===== config.mk =====
export PLATFORM = sky130hd
export DESIGN_NAME = elevator_car_controller
export DESIGN_NICKNAME = d
export VERILOG_FILES = /design/src/rtl/elevator_car_controller.sv
export SDC_FILE = /design/constraint.sdc
export NUM_CORES = 1
export LEC_CHECK = 0
export ABC_AREA = 1
export CAP_MARGIN = 20
export CORE_MARGIN = 2
export CORE_UTILIZATION = 45
export DETAILED_ROUTE_END_ITERATION = 6
export PLACE_DENSITY = 0.7
export SYNTH_ARGS = -nofsm -noshare
export SYNTH_HDL_FRONTEND = slang
export SYNTH_SLANG_ARGS = --single-unit

===== constraint.sdc =====
create_clock -name clk -period 2.4 [get_ports clk]
set_input_delay 0.48 -clock clk [delete_from_list [all_inputs] [get_ports clk]]
set_output_delay 0.48 -clock clk [all_outputs]
set_load 0.02 [all_outputs]

===== src/rtl/elevator_car_controller.sv =====
// Motion and door controller for a single elevator car.
// Steps the car one floor at a time toward queued floors, stops and cycles
// the door, and pulses a clear request so the queue drops a served floor.
module elevator_car_controller #(
  parameter int NUM_FLOORS    = 7,
  parameter int TRAVEL_CYCLES = 16,
  parameter int DOOR_CYCLES   = 32,
  parameter int HOME_FLOOR    = 0
) (
  input  logic                  clk,
  input  logic                  rst,
  input  logic [NUM_FLOORS-1:0] queue_status,
  input  logic                  next_up_ndown,
  input  logic                  queue_empty,
  input  logic                  door_obstruct,
  output logic [2:0]            current_floor,
  output logic                  current_up_ndown,
  output logic                  moving,
  output logic                  door_open,
  output logic                  floor_clear_valid,
  output logic [2:0]            floor_clear_idx
);

  localparam int TW = (TRAVEL_CYCLES > 1) ? $clog2(TRAVEL_CYCLES) : 1;
  localparam int DW = (DOOR_CYCLES > 1) ? $clog2(DOOR_CYCLES) : 1;
  localparam logic [TW-1:0] TRAVEL_LAST = TW'(TRAVEL_CYCLES - 1);
  localparam logic [DW-1:0] DOOR_LAST   = DW'(DOOR_CYCLES - 1);
  localparam logic [2:0]    TOP_FLOOR   = 3'(NUM_FLOORS - 1);
  localparam logic [2:0]    HOME        = 3'(HOME_FLOOR);

  typedef enum logic [1:0] {
    IDLE      = 2'd0,
    MOVE      = 2'd1,
    ARRIVE    = 2'd2,
    DOOR_OPEN = 2'd3
  } state_t;

  state_t        state_q, state_d;
  logic [2:0]    floor_q, floor_d;
  logic          dir_q, dir_d;
  logic [TW-1:0] tcnt_q, tcnt_d;
  logic [DW-1:0] dcnt_q, dcnt_d;
  logic          moving_q, moving_d;
  logic          door_q, door_d;
  logic          clear_valid_q, clear_valid_d;
  logic [2:0]    clear_idx_q, clear_idx_d;

  // Queue widened to the full 3-bit floor index space so any floor value is a legal index
  logic [7:0] queue_pad;
  for (genvar gi = 0; gi < 8; gi++) begin : g_pad
    if (gi < NUM_FLOORS) begin : g_live
      assign queue_pad[gi] = queue_status[gi];
    end else begin : g_zero
      assign queue_pad[gi] = 1'b0;
    end
  end

  logic floor_hit;
  assign floor_hit = queue_pad[floor_q];

  // Stepping past either end of the shaft is refused
  logic at_limit;
  assign at_limit = dir_q ? (floor_q == TOP_FLOOR) : (floor_q == 3'd0);

  // State and registered outputs
  always_ff @(posedge clk or posedge rst) begin
    if (rst) begin
      state_q       <= IDLE;
      floor_q       <= HOME;
      dir_q         <= 1'b1;
      tcnt_q        <= '0;
      dcnt_q        <= '0;
      moving_q      <= 1'b0;
      door_q        <= 1'b0;
      clear_valid_q <= 1'b0;
      clear_idx_q   <= 3'd0;
    end else begin
      state_q       <= state_d;
      floor_q       <= floor_d;
      dir_q         <= dir_d;
      tcnt_q        <= tcnt_d;
      dcnt_q        <= dcnt_d;
      moving_q      <= moving_d;
      door_q        <= door_d;
      clear_valid_q <= clear_valid_d;
      clear_idx_q   <= clear_idx_d;
    end
  end

  // Next state, floor, direction and counters
  always_comb begin
    state_d = state_q;
    floor_d = floor_q;
    dir_d   = dir_q;
    tcnt_d  = tcnt_q;
    dcnt_d  = dcnt_q;
    unique case (state_q)
      IDLE: begin
        if (floor_hit) begin
          state_d = DOOR_OPEN;
          dcnt_d  = '0;
        end else if (!queue_empty) begin
          dir_d   = next_up_ndown;
          state_d = MOVE;
          tcnt_d  = '0;
        end
      end
      MOVE: begin
        if (tcnt_q == TRAVEL_LAST) begin
          tcnt_d = '0;
          if (at_limit) begin
            state_d = IDLE;
          end else begin
            floor_d = dir_q ? floor_q + 3'd1 : floor_q - 3'd1;
            state_d = ARRIVE;
          end
        end else begin
          tcnt_d = tcnt_q + 1'b1;
        end
      end
      ARRIVE: begin
        if (floor_hit) begin
          state_d = DOOR_OPEN;
          dcnt_d  = '0;
        end else if (queue_empty) begin
          state_d = IDLE;
        end else begin
          dir_d   = next_up_ndown;
          state_d = MOVE;
          tcnt_d  = '0;
        end
      end
      DOOR_OPEN: begin
        // While our own clear pulse is out the queue bit is still set; ignore it then
        if ((floor_hit && !clear_valid_q) || door_obstruct) begin
          dcnt_d = '0;
        end else if (dcnt_q == DOOR_LAST) begin
          dcnt_d  = '0;
          state_d = IDLE;
        end else begin
          dcnt_d = dcnt_q + 1'b1;
        end
      end
      default: state_d = IDLE;
    endcase
  end

  // Output decode, registered alongside the state
  always_comb begin
    moving_d      = (state_d == MOVE);
    door_d        = (state_d == DOOR_OPEN);
    clear_valid_d = ((state_d == DOOR_OPEN) && (state_q != DOOR_OPEN)) ||
                    ((state_q == DOOR_OPEN) && floor_hit && !clear_valid_q);
    clear_idx_d   = clear_valid_d ? floor_q : clear_idx_q;
  end

  assign current_floor     = floor_q;
  assign current_up_ndown  = dir_q;
  assign moving            = moving_q;
  assign door_open         = door_q;
  assign floor_clear_valid = clear_valid_q;
  assign floor_clear_idx   = clear_idx_q;

endmodule


==> metrics <==
Syn. warnings=0; Syn Nets=151; crit path cell chain=clkdlybuf4s50_1; DRC=0; DR vias/cell=5.02; Pre-antenna DRT Iters=5; most frequent cells in the layout=nand2_1 (29), clkdlybuf4s50_1 (21), dfrtp_1 (20); hold crit path type=in -> async; Peak VDD IR=653 uV; Worst setup EP type=output pin; CP max stage cell=clkdlybuf4s50_1; crit path time final=2.02 ns; leakage=0.700 nW; Die Height=55.3 um; DR vias=953; Period Utilization, post-route=0.843; most common cell after layout, fill and taps aside=nand2_1; CP Launch Type=flip-flop; n_diodes=0; post-synth top area share=0.423; crit-path leading delay family=buffers and inverters; #FFs+latches synth=21; gr usage total=0.160; Fin Clk Skew=0.0111 ns; Final ANT Viol Nets=0; R2R Setup Slk=0.68 ns; register area share after synthesis=0.446; Fin. Hold Viols=0; Total Routed Length=2280 um; Buf/Inv on CP=1; initial antenna violation count=0; TritonCTS clock tree=yes; Wirelength per Cell=12.0 um; CTS root buffer=clkbuf_4; largest net degree at the start of global routing=22; Worst Max-Slew Pin Slew=0.337 ns; Yosys top cell by area=dfrtp_1; status=finished, final reports clean; cell area after synthesis=1180 sq um; num ports=22; mean post-synth cell area=8.76 sq um; total global routing overflow=0; Final Max Slew Viols=0; Max-slew headroom=0.776; vias in the first global route=957; RSZ-0062 raised after global routing=no; Clock transition at path regs=0.12 ns; library cells used by synthesis=25; share of cells above drive strength 1=0.169; TNS Setup=0 ns; Skew-Pair Late Insertion Delay=0.31 ns; Synth area leaders=dfrtp_1 (42%), nand2_1 (9.2%), nand3_1 (5.9%), inv_1 (4.4%), nand3_2 (4.2%); P&R area growth vs syn=22.9%; DIE AREA=3050 sq um; DP Wirelength=1740 um; CTS Buffer Depth=2; Port Buf Inserts=21; H-tree depth=1; Core Footprint=2480 sq um; CTS Sinks=21; first-pass GRT wire length=3940 um; arrival time at the worst endpoint=1.54 ns; crit-path max FO=8; CTS Buf Count=3; CP required=1.92 ns; max_cap viols=0; Initial Utilization=0.477; GP Congestion=0.742; fmax=0.495 GHz; final setup fails=0; Cells after Synth=135; Post-CTS Resized=0; pwr/cell area=1190 nW/um^2; WS Path Type=reg -> out; Setup Buffers After CTS=0; cts hold-fix bufs=0; Row Count=18; die width=55.3 um; Crit path largest cell delay=0.67 ns; Final Util=0.586; first-iteration detailed-routing DRC count=14; fin nets=177
## synth_stat cells, drive strengths merged
cell type / count
xnor2: 1
o22ai: 1
dfrtp: 20
nand3: 19
fa: 1
nor2: 11
mux2i: 1
nor3: 1
dfstp: 1
a21oi: 8
o211ai: 2
nand2: 38
inv: 17
o21ai: 5
ha: 3
or2: 1
buf: 1
xor2: 3
nand4: 1
## layer usage
layer | up-vias | part of all wire | track usage
met5 | - | 0 | 0
met1 | 439 | 0.46 | 0.209
met4 | 0 | 0.012 | 0.0801
li1 | 489 | - | -
met2 | 21 | 0.49 | 0.259
met3 | 4 | 0.030 | 0.0234
## logic make-up after synthesis
| logic type | after synthesis | synth area share |
|---|---|---|
| fa+ha+maj | 4 | 0.0487 |
| compound gates | 16 | 0.0783 |
| flops | 21 | 0.446 |
| xor+xnor | 4 | 0.0296 |
| simple gates | 71 | 0.315 |
| buf+inv | 18 | 0.0635 |
| mux | 1 | 0.0190 |
## power breakdown
group          internal [mW]  leakage, nW  switching (mW)
registers              0.490        0.271           0.129
logic                  0.385        0.415           0.556
clock network         0.0648       0.0150           0.108
total                  0.940        0.700           0.793
## through the flow
step           instances  hold slack (ns)  power [mW]  setup slack (ns)  instance area, sq um
3_5_place_dp         186            0.501        1.58             0.489                  1430
4_1_cts              190            0.484        1.75             0.381                  1450
6_report             190            0.483        1.73             0.378                  1450
5_1_grt              190            0.510        1.88             0.341                  1450
2_1_floorplan        135            0.456        1.31             0.702                  1180
3_3_place_gp         186            0.495        1.55             0.526                  1430
## state kept, by name, indices dropped and copies added, names as in the netlist
signal,flops
tcnt_q,4
floor_clear_idx,3
state_q,2
moving,1
current_floor,3
floor_clear_valid,1
door_open,1
dcnt_q,5
current_up_ndown,1
## final timing paths
path                                                 from                        endpoint  cells past startpoint
max reg2reg                  current_up_ndown$_DFFE_PP1P_    current_floor[2]$_DFFE_PP0P_                      5
max in group asynchronous                             rst    current_up_ndown$_DFFE_PP1P_                      3
min reg2reg                floor_clear_idx[2]$_DFFE_PP0P_  floor_clear_idx[2]$_DFFE_PP0P_                      2
min                                                   rst  floor_clear_idx[1]$_DFFE_PP0P_                      3
max                          current_floor[0]$_DFFE_PP0P_                current_floor[0]                      1
min in group clk           floor_clear_idx[2]$_DFFE_PP0P_  floor_clear_idx[2]$_DFFE_PP0P_                      2
## cell type report
| cell class | count | area, sq um |
|---|---|---|
| clock buffer | 4 | 26.3 |
| fill | 220 | 1020 |
| inverter | 17 | 63.8 |
| multi-input combinational | 96 | 581 |
| sequential | 21 | 527 |
| tap | 30 | 37.5 |
| timing repair buffer | 22 | 218 |
Power figures use the tool's default switching activity.
